==> src/rtl/byte_packer.sv <==
// byte_packer: gathers RATIO IN_W-bit beats into one word with keep mask, last/flush close
// and an optional idle-timeout flush enabled by BYTE_PACKER_TIMEOUT_EN.
module byte_packer #(
  parameter int IN_W        = 8,
  parameter int RATIO       = 2,
  parameter bit MSB_FIRST   = 1'b1,
  parameter int TIMEOUT_CYC = 1024
) (
  input  logic                  i_clk,
  input  logic                  i_rst,
  input  logic                  i_valid,
  output logic                  o_ready,
  input  logic [IN_W-1:0]       i_data,
  input  logic                  i_last,
  input  logic                  i_flush,
  output logic                  o_valid,
  input  logic                  i_ready,
  output logic [RATIO*IN_W-1:0] o_data,
  output logic [RATIO-1:0]      o_keep,
  output logic                  o_last
);
  localparam int OW = RATIO * IN_W;
  localparam int CW = $clog2(RATIO);
  logic [CW-1:0]    cnt_q, cnt_d, lane;
  logic [OW-1:0]    acc_q, acc_d, acc_nx, data_q, data_d;
  logic [RATIO-1:0] akeep_q, akeep_d, akeep_nx, keep_q, keep_d;
  logic             valid_q, valid_d, last_q, last_d, pend_q, pend_d;
  logic             out_free, take, full, flush_req, close_beat, flush_nb, load_flush, tmo;
  assign out_free   = !valid_q || i_ready;
  assign o_ready    = out_free && !pend_q;
  assign take       = i_valid && o_ready;
  assign lane       = MSB_FIRST ? CW'(RATIO - 1) - cnt_q : cnt_q;
  assign acc_nx     = acc_q | (OW'(i_data) << (int'(lane) * IN_W));
  assign akeep_nx   = akeep_q | (RATIO'(1) << lane);
  assign full       = cnt_q == CW'(RATIO - 1);
  assign flush_req  = i_flush || tmo;
  assign close_beat = take && (full || i_last || flush_req);
  // a flush without a beat waits in pend_q until the output register can take it
  assign flush_nb   = !take && cnt_q != '0 && (flush_req || pend_q);
  assign load_flush = flush_nb && out_free;
  always_comb begin
    cnt_d   = (close_beat || load_flush) ? '0 : take ? cnt_q + 1'b1 : cnt_q;
    acc_d   = (close_beat || load_flush) ? '0 : take ? acc_nx : acc_q;
    akeep_d = (close_beat || load_flush) ? '0 : take ? akeep_nx : akeep_q;
    valid_d = close_beat || load_flush || (valid_q && !i_ready);
    data_d  = close_beat ? acc_nx : load_flush ? acc_q : data_q;
    keep_d  = close_beat ? akeep_nx : load_flush ? akeep_q : keep_q;
    last_d  = close_beat ? i_last : load_flush ? 1'b0 : last_q;
    pend_d  = flush_nb && !out_free;
  end
  always_ff @(posedge i_clk) begin
    if (i_rst) begin
      cnt_q   <= '0;
      acc_q   <= '0;
      akeep_q <= '0;
      valid_q <= 1'b0;
      data_q  <= '0;
      keep_q  <= '0;
      last_q  <= 1'b0;
      pend_q  <= 1'b0;
    end else begin
      cnt_q   <= cnt_d;
      acc_q   <= acc_d;
      akeep_q <= akeep_d;
      valid_q <= valid_d;
      data_q  <= data_d;
      keep_q  <= keep_d;
      last_q  <= last_d;
      pend_q  <= pend_d;
    end
  end
`ifdef BYTE_PACKER_TIMEOUT_EN
  localparam int TW = $clog2(TIMEOUT_CYC + 1);
  logic [TW-1:0] idle_q, idle_d;
  assign tmo = idle_q == TW'(TIMEOUT_CYC);
  always_comb idle_d = (tmo || take || cnt_q == '0) ? '0 : pend_q ? idle_q : idle_q + 1'b1;
  always_ff @(posedge i_clk) idle_q <= i_rst ? '0 : idle_d;
`else
  assign tmo = 1'b0;
`endif
  assign o_valid = valid_q;
  assign o_data  = data_q;
  assign o_keep  = keep_q;
  assign o_last  = last_q;
endmodule

==> config.mk <==
export PLATFORM = sky130hd
export DESIGN_NAME = byte_packer
export DESIGN_NICKNAME = d
export VERILOG_FILES = /design/src/rtl/byte_packer.sv
export SDC_FILE = /design/constraint.sdc
export NUM_CORES = 1
export LEC_CHECK = 0
export CAP_MARGIN = 25
export CORE_UTILIZATION = 50
export DETAILED_ROUTE_END_ITERATION = 16
export GPL_TIMING_DRIVEN = 0
export PLACE_DENSITY_LB_ADDON = 0.12
export SLEW_MARGIN = 10
export SYNTH_ARGS = -nofsm -noshare
export SYNTH_HDL_FRONTEND = slang
export SYNTH_SLANG_ARGS = --single-unit
export TNS_END_PERCENT = 10
==> constraint.sdc <==
create_clock -name i_clk -period 4.2 [get_ports i_clk]
set_input_delay 0.84 -clock i_clk [delete_from_list [all_inputs] [get_ports i_clk]]
set_output_delay 0.84 -clock i_clk [all_outputs]
set_load 0.02 [all_outputs]
==> impl_metrics.py, run 1 <==
metrics = {
    "detailed_routing": {
        "ant_nets": 0,
        "drt-wirelength-per-cell_um": 15.1,
        "wl_mm": 3.10,
        "via_count": 1156,
        "drc": 0,
        "dr.pass1.iters": 4,
        "first_iter_violations": 18,
        "routed_via_density": 5.64,
    },
    "place": {
        "gp_congestion": 0.794,
        "io_buffer_count": 34,
        "dpl_worst_slack_ns": 1.15,
        "dp_hpwl_mm": 2.15,
    },
    "die": {
        "start_util_pct": 54.7,
        "io-pin-count": 35,
        "coreArea_um2": 2540,
        "die_width_um": 54.8,
        "die_h_um": 54.8,
        "dieArea_um2": 3000,
        "rows": 18,
    },
    "logic_synthesis": {
        "synth_fp_nets": 147,
        "syn-cell-area_um2": 1390,
        "postSynthCellCount": 133,
        "ys_ff_latch": 40,
        "synth_commonest_cells": "dfxtp_1 (40), a21oi_1 (25), nor2_1 (24)",
        "synth.area.top_cells": "dfxtp_1 (58%), o2bb2ai_1 (11%), a21oi_1 (9.0%)",
        "seq_area_frac_synth_pct": 57.6,
        "synthFlopType": "dfxtp_1",
        "async_flop_share_pct": 0,
        "synth_top_cell_area_share_pct": 57.6,
        "synth.largest_area_cell": "dfxtp_1",
        "yosysMostFrequentCell": "dfxtp_1",
        "synth_edf_count": 0,
        "yosysUniqueCellTypes": 21,
        "syn_avg_cell_area_um2": 10.5,
        "yosysWarnings": 0,
    },
    "timing": {
        "finalHoldViolations": 0,
        "setup_ws_ns": 1.15,
        "worstMarginPinSlew_ns": 0.925,
        "setup_viol": 0,
        "finClkSkew_ns": 0.00936,
        "post-route-period-util_pct": 72.6,
        "finalMaxSlewViolations": 0,
        "slew_headroom_pct": 37.8,
        "rsz0062_at_grt": "no",
        "max_freq_ghz": 0.328,
        "tns_ns": 0,
        "min_period_ns": 3.05,
    },
    "setup_path": {
        "crit_type": "in -> out",
        "worstPathMaxFanout": 7,
        "cp_data_arrival_time_ns": 2.21,
        "cp.required_ns": 3.36,
        "r2r_cells": 5,
        "end_kind": "output port",
        "cp-start-kind": "input port",
    },
    "finish": {
        "fillers": 199,
        "drive_gt1_share_pct": 11.4,
        "register_area_um2": 801,
        "layout.nets": 188,
        "multi_input_area_um2": 517,
        "n_antenna_cell": 0,
        "area_growth_pct": 31.2,
    },
    "clocking": {
        "cts_root_buffer": "clkbuf_4",
        "cts_max_path_buffers": 2,
        "post_cts_buffers": 0,
        "cts.sinks": 40,
        "hold_buffers": 0,
        "ctsResizeCount": 0,
        "htreeDepth": 2,
        "cts_tree": "done",
        "cts_made_buffers": 5,
        "clkSlewWorstSetupHoldPaths_ns": 0.12,
        "worstSkewPairLatency_ns": 0.34,
    },
    "grt": {
        "grt.total_usage_pct": 24.1,
        "grt-ovfl-total": 0,
        "grt_first_pass_wirelength_mm": 5.01,
        "grt_antenna_before_repair": 0,
        "grt_max_degree": 14,
        "grt_pass1_vias": 1098,
    },
    "pwr": {
        "power.density_nw_per_um2": 387,
        "vdd_drop_max_mv": 0.307,
        "power_leakage_nw": 0.662,
    },
    "worst_hold_path": {
        "whs_path_depth": 2,
        "hold_class": "reg -> reg",
    },
    "status": {
        "outcome": "finished, final reports clean",
    },
    "job": {
        "cap_violations": 0,
    },
}
==> cells in the final DEF (no fill, tap or decap), types with 2 or more instances in the layout <==
master           netlist  routed
dfxtp_1               40      40
clkdlybuf4s50_1        0      34
a21oi_1               25      25
nor2_1                24      24
o2bb2ai_1             17      17
buf_6                  5       5
clkbuf_4               0       5
nor2b_1                2       2
buf_2                  2       2
inv_1                  2       2
nor3_2                 2       2
a21o_1                 2       2
o21ai_0                2       2
clkinv_2               0       2
==> through the flow <==
step           instances  area (µm²)  utilization (%)  hold slack, ns  power, mW
2_1_floorplan        133        1390                -           0.424      0.474
3_3_place_gp         197        1770             69.5           0.434      0.518
3_5_place_dp         197        1770             69.5           0.441      0.522
4_1_cts              205        1830             71.7           0.471      0.707
5_1_grt              205        1830             71.7           0.485      0.734
6_report             205        1830             71.7           0.475      0.707
==> layer usage <==
layer	wire, µm	track usage, %	vias to the layer above
met2	1510	38.4	34
li1	-	-	560
met1	1430	30.8	557
met4	33	8.97	0
met5	0	0	-
met3	126	6.39	5
==> state kept, by name, indices dropped and copies added (netlist names) <==
name	flops
o_keep	2
cnt_q	1
akeep_q	2
pend_q	1
o_last	1
o_data	16
o_valid	1
acc_q	16
==> report_power, final <==
group	internal, mW	switching [mW]
Sequential	0.395	0.00918
Clock	0.0644	0.128
Combinational	0.0505	0.0592
==> worst paths after layout <==
| check | endpoint | start | slack (ns) |
|---|---|---|---|
| worst max-delay path | o_ready | i_ready | 1.15 |
| worst min-delay path | acc_q[5]$_SDFFE_PP0P_ | acc_q[5]$_SDFFE_PP0P_ | 0.47 |
| worst max register to register | o_data[10]$_SDFFE_PP0P_ | o_valid$_SDFF_PP0_ | 2.35 |
| worst min register to register | acc_q[5]$_SDFFE_PP0P_ | acc_q[5]$_SDFFE_PP0P_ | 0.47 |
==> layout make-up <==
| type | instances | share of cell area, % |
|---|---|---|
| Timing Repair Buffer | 34 | 18.6 |
| Multi-Input combinational cell | 84 | 28.3 |
| Clock inverter | 3 | 1.03 |
| Clock buffer | 5 | 2.06 |
| Buffer | 7 | 3.63 |
| Sequential cell | 40 | 43.9 |
| Inverter | 2 | 0.411 |
| Tap cell | 30 | 2.06 |
==> critical path, cell delays in order <==
cell and delay [ns]:
clkdlybuf4s50_1 0.47, nor2b_1 0.04, buf_2 0.16, nor2_1 0.09
clkdlybuf4s50_1 0.61
==> cell families (layout without fill, tap and decap cells) <==
family / Yosys count / count (layout) / share of synthesized area, %
buffers and inverters: 9 / 51 / 5.31
AOI/OAI and AO/OA: 49 / 49 / 23.7
DFF: 40 / 40 / 57.6
and+or+nand+nor: 35 / 35 / 13.4
Note: power is estimated with default switching activity, not from simulation.
==> inputs of run 2 (changes only) <==
- CORE_UTILIZATION: 50 -> 42
- clock period: 4.2 -> 2.5 ns (I/O delays scaled with it)
==> run 2 against run 1 <==
  * Sequential cell count did not move
  * Critical endpoint unchanged
  * Utilization fell by 12 points
  * Sequential share of layout area fell by 0.65 points
  * Setup slack got worse by 1.0 ns
  * Sequential power rose by 68%
  * Design area rose by 1.5%
  * Via count fell by 1.6%
  * First-iteration DRC count rose to 4.5 times the previous value
  * Routed wire length fell by 2.2%
==> impl_metrics.py, run 2 (synthesis gave the netlist of run 1 again) <==
metrics = {
    "finish": {
        "final_common_cell": "dfxtp_1",
        "n_antenna_cell": 0,
        "final_cell_mix": "dfxtp_1 (40), clkdlybuf4s50_1 (34), a21oi_1 (25), nor2_1 (24), o2bb2ai_1 (17)",
        "layout.nets": 188,
        "drive_gt1_share_pct": 11.4,
        "area_growth_pct": 33.2,
        "fin_area_um2": 1850,
    },
    "timing": {
        "rsz0062_at_grt": "no",
        "setup_viol": 0,
        "min_period_ns": 2.38,
        "tns_ns": 0,
        "slew_headroom_pct": 34.3,
        "max_freq_ghz": 0.420,
        "finClkSkew_ns": 0.00774,
        "finalHoldViolations": 0,
        "finalMaxSlewViolations": 0,
        "worstMarginPinSlew_ns": 0.978,
        "post-route-period-util_pct": 95.2,
    },
    "pwr": {
        "seqPwrFrac_pct": 55.9,
        "internal_power_mw": 0.885,
        "power_leakage_nw": 0.658,
        "pwr-share-clk_pct": 29.0,
        "power.switching_mw": 0.329,
        "p_sw_share_pct": 27.1,
        "power.density_nw_per_um2": 656,
        "vdd_drop_max_mv": 0.461,
        "pwr-share-comb_pct": 15.1,
    },
    "place": {
        "gp_congestion": 0.735,
        "io_buffer_count": 34,
        "dp_hpwl_mm": 2.06,
        "place_area_um2": 1790,
    },
    "setup_path": {
        "path_common_cell": "clkdlybuf4s50_1",
        "crit_type": "in -> out",
        "cp-start-kind": "input port",
        "cp.required_ns": 2.00,
        "worstPathMaxFanout": 7,
        "slowest_stage": "clkdlybuf4s50_1",
        "slowest_delay_ns": 0.61,
        "cp_data_arrival_time_ns": 1.88,
        "end_kind": "output port",
        "path_cells": "clkdlybuf4s50_1 > nor2b_1 > buf_2 > nor2_1 > clkdlybuf4s50_1",
    },
    "job": {
        "cap_violations": 0,
    },
    "detailed_routing": {
        "drc": 0,
        "wl_mm": 3.03,
        "ant_nets": 0,
        "via_count": 1137,
        "routed_via_density": 5.19,
        "first_iter_violations": 81,
        "drt-wirelength-per-cell_um": 13.9,
        "dr.pass1.iters": 4,
    },
    "clocking": {
        "cts_made_buffers": 5,
        "htreeDepth": 2,
        "cts_tree": "done",
        "clkSlewWorstSetupHoldPaths_ns": 0.11,
        "hold_buffers": 0,
        "cts.sinks": 40,
        "ctsResizeCount": 0,
        "post_cts_buffers": 0,
        "cts_max_path_buffers": 2,
        "cts_root_buffer": "clkbuf_4",
        "worstSkewPairLatency_ns": 0.35,
    },
    "grt": {
        "grt_antenna_before_repair": 0,
        "grt_pass1_vias": 1150,
        "grt-ovfl-total": 0,
        "grt_max_degree": 14,
        "grt_first_pass_wirelength_mm": 5.29,
        "grt.total_usage_pct": 20.9,
    },
    "worst_hold_path": {
        "hold_class": "reg -> reg",
    },
    "die": {
        "dieArea_um2": 3550,
        "die_h_um": 59.6,
        "coreArea_um2": 3100,
        "die_width_um": 59.6,
        "rows": 20,
        "start_util_pct": 44.8,
        "io-pin-count": 35,
    },
    "status": {
        "outcome": "finished, final reports clean",
    },
}
## run 2: changes by cell type in the layout (fill, tap and decap cells not counted), sizes merged
cell / previous run / this run
clkinv: 3 / 0
clkinvlp: 0 / 2
clkbuf: 5 / 6
## run 2: area by class of cell
type / count / area (µm²)
well taps: 44 / 55.1
clock buffers: 6 / 51.3
multi-input cells: 84 / 517
repair buffers: 34 / 340
flip-flops and latches: 40 / 801
fillers: 304 / 1250
clock inverters: 2 / 15.0
inverters: 2 / 7.51
plain buffers: 7 / 66.3
## run 2: metal layers
| layer | global-route usage [%] | up-vias | part of all wire (%) |
|---|---|---|---|
| li1 | - | 558 | - |
| met1 | 26.2 | 549 | 47 |
| met2 | 33.2 | 24 | 48 |
| met3 | 7.21 | 6 | 3.4 |
| met4 | 7.97 | 0 | 1.7 |
| met5 | 0 | - | 0 |
## run 2: path summary, 6_finish.rpt
kind | depth (start not counted) | slack (ns) | end | startpoint
setup / recovery | 5 | 0.12 | o_ready | i_ready
hold / removal | 1 | 0.47 | o_last$_SDFFE_PP0P_ | o_last$_SDFFE_PP0P_
setup reg to reg | 5 | 0.60 | o_data[14]$_SDFFE_PP0P_ | o_valid$_SDFF_PP0_
hold reg to reg | 1 | 0.47 | o_last$_SDFFE_PP0P_ | o_last$_SDFFE_PP0P_
## run 2: power by group through the flow
stage,Combinational [mW],Sequential [mW],Clock (mW)
5_1_grt,0.201,0.683,0.392
3_3_place_gp,0.180,0.692,0
2_1_floorplan,0.0876,0.708,0
4_1_cts,0.185,0.679,0.366
3_5_place_dp,0.184,0.693,0
6_report,0.184,0.679,0.352
## run 2: per-stage QoR
step	setup WS, ns	utilization, %	hold slack (ns)	std cells	power, mW
finish	0.120	59.7	0.467	219	1.21
CTS	0.119	59.7	0.470	219	1.23
floorplan	0.898	-	0.424	133	0.796
detailed placement	0.0394	57.6	0.439	211	0.877
global route	0.0329	59.7	0.492	219	1.28
global placement	0.117	57.6	0.431	211	0.871
## run 2: worst max-delay path: cells and delay by family
| family | cells | cell delay (ns) |
|---|---|---|
| AND/OR/NAND/NOR | 2 | 0.14 |
| buffers and inverters | 3 | 1.24 |
==> inputs of run 3 (changes only) <==
- CELL_PAD_IN_SITES_DETAIL_PLACEMENT: default -> 0
- CELL_PAD_IN_SITES_GLOBAL_PLACEMENT: default -> 1
- CORE_MARGIN: default -> 10
- CORE_UTILIZATION: 42 -> 32
- GPL_TIMING_DRIVEN: 0 -> default
==> run 3 against run 2 <==
  * Routed wire length up 9.9%
  * Hold slack lost 0.010 ns
  * Clock power increased by 55%
  * Setup slack better by 0.16 ns
  * Maximum frequency grew 7.0%
  * Utilization is 14 points lower
  * Critical path depth down 1
  * Clock skew shrank 0.0013 ns
  * Combinational power down 3%
  * Clock-buffer cell count stayed put
  * Critical endpoint unchanged
==> impl_metrics.py, run 3 (synthesis gave the netlist of run 1 again) <==
metrics = {
    "timing": {
        "worstMarginPinSlew_ns": 0.842,
        "tns_ns": 0,
        "finalHoldViolations": 0,
        "slew_headroom_pct": 43.9,
        "setup_viol": 0,
        "max_freq_ghz": 0.449,
        "finalMaxSlewViolations": 0,
        "finClkSkew_ns": 0.00645,
        "post-route-period-util_pct": 89.0,
        "min_period_ns": 2.22,
        "rsz0062_at_grt": "no",
    },
    "grt": {
        "grt.total_usage_pct": 9.19,
        "grt_pass1_vias": 1101,
        "grt-ovfl-total": 0,
        "grt_max_degree": 20,
        "grt_antenna_before_repair": 0,
        "grt_first_pass_wirelength_mm": 5.44,
    },
    "pwr": {
        "pwr-share-clk_pct": 38.9,
        "p_sw_share_pct": 23.6,
        "internal_power_mw": 1.07,
        "seqPwrFrac_pct": 48.4,
        "power_leakage_nw": 0.675,
        "pwr-share-comb_pct": 12.7,
        "power.switching_mw": 0.330,
        "vdd_drop_max_mv": 0.335,
        "power.density_nw_per_um2": 742,
    },
    "clocking": {
        "ctsResizeCount": 0,
        "cts_made_buffers": 5,
        "htreeDepth": 2,
        "cts.sinks": 40,
        "worstSkewPairLatency_ns": 0.29,
        "cts_tree": "done",
        "cts_root_buffer": "clkbuf_8",
        "hold_buffers": 0,
        "post_cts_buffers": 0,
        "cts_max_path_buffers": 2,
        "clkSlewWorstSetupHoldPaths_ns": 0.07,
    },
    "finish": {
        "n_antenna_cell": 0,
        "area_growth_pct": 35.6,
        "final_cells": 223,
        "fillers": 400,
        "drive_gt1_share_pct": 10.4,
        "layout.nets": 186,
        "final_cell_mix": "dfxtp_1 (40), clkdlybuf4s50_1 (34), a21oi_1 (25), nor2_1 (24), o2bb2ai_1 (17)",
        "final_common_cell": "dfxtp_1",
    },
    "setup_path": {
        "cp.required_ns": 2.00,
        "cp_data_arrival_time_ns": 1.72,
        "crit_type": "in -> out",
        "worstPathMaxFanout": 2,
        "cp-start-kind": "input port",
        "end_kind": "output port",
    },
    "die": {
        "dieArea_um2": 7390,
        "start_util_pct": 33.8,
        "die_h_um": 85.9,
        "coreArea_um2": 4120,
        "die_width_um": 85.9,
        "io-pin-count": 35,
        "rows": 23,
    },
    "detailed_routing": {
        "ant_nets": 0,
        "routed_via_density": 4.80,
        "drt-wirelength-per-cell_um": 14.9,
        "wl_mm": 3.33,
        "via_count": 1070,
        "drc": 0,
        "dr.pass1.iters": 4,
        "first_iter_violations": 55,
    },
    "place": {
        "dp_hpwl_mm": 2.23,
        "gp_congestion": 0.650,
        "dpl.cell_count": 215,
        "io_buffer_count": 34,
    },
    "worst_hold_path": {
        "hold_class": "reg -> reg",
    },
    "status": {
        "outcome": "finished, final reports clean",
    },
    "job": {
        "cap_violations": 0,
    },
}
[run 3: power by group through the flow]
stage / Combinational (mW) / Sequential, mW / Clock [mW]
floorplan: 0.0876 / 0.708 / 0
global placement: 0.177 / 0.693 / 0
detailed placement: 0.180 / 0.693 / 0
CTS: 0.181 / 0.678 / 0.565
global route: 0.195 / 0.681 / 0.585
finish: 0.178 / 0.678 / 0.544
[run 3: path summary, 6_finish.rpt]
kind | from | cells after the start | slack, ns | end
max | i_ready | 4 | 0.28 | o_ready
min | acc_q[4]$_SDFFE_PP0P_ | 2 | 0.46 | acc_q[4]$_SDFFE_PP0P_
max reg2reg | o_valid$_SDFF_PP0_ | 5 | 0.68 | o_data[11]$_SDFFE_PP0P_
min reg2reg | acc_q[4]$_SDFFE_PP0P_ | 2 | 0.46 | acc_q[4]$_SDFFE_PP0P_
[run 3: per-stage QoR]
| stage | total power [mW] | area, µm² | setup WS, ns | utilization (%) | hold slack, ns |
|---|---|---|---|---|---|
| final | 1.40 | 1890 | 0.275 | 45.8 | 0.456 |
| after global routing | 1.46 | 1890 | 0.217 | 45.8 | 0.479 |
| after CTS | 1.42 | 1890 | 0.257 | 45.8 | 0.463 |
| after detailed placement | 0.872 | 1770 | 0.129 | 42.9 | 0.443 |
| after global placement | 0.870 | 1770 | 0.127 | 42.9 | 0.432 |
| after floorplan | 0.796 | 1390 | 0.898 | - | 0.424 |
[run 3: critical path, stage by stage]
cell	delay (ns)
clkdlybuf4s50_1	0.47
nor2b_1	0.06
nor2_1	0.08
clkdlybuf4s50_1	0.61
[run 3: area by class of cell]
class                      instances  area, µm²  area share [%]
tap                               50       62.6            3.32
inverter                           2       7.51           0.398
timing repair buffer              39        378            20.0
clock inverter                     2       38.8            2.06
clock buffer                       6       82.6            4.38
sequential                        40        801            42.4
multi-input combinational         84        517            27.4
[run 3: layer usage]
layer	share of wire, %	wire length, µm	GRT usage [%]	vias up
li1	-	-	-	553
met1	47	1570	10.5	490
met2	45	1520	14.7	22
met3	6.5	216	3.97	5
met4	1.0	34	3.59	0
met5	0	0	0	-
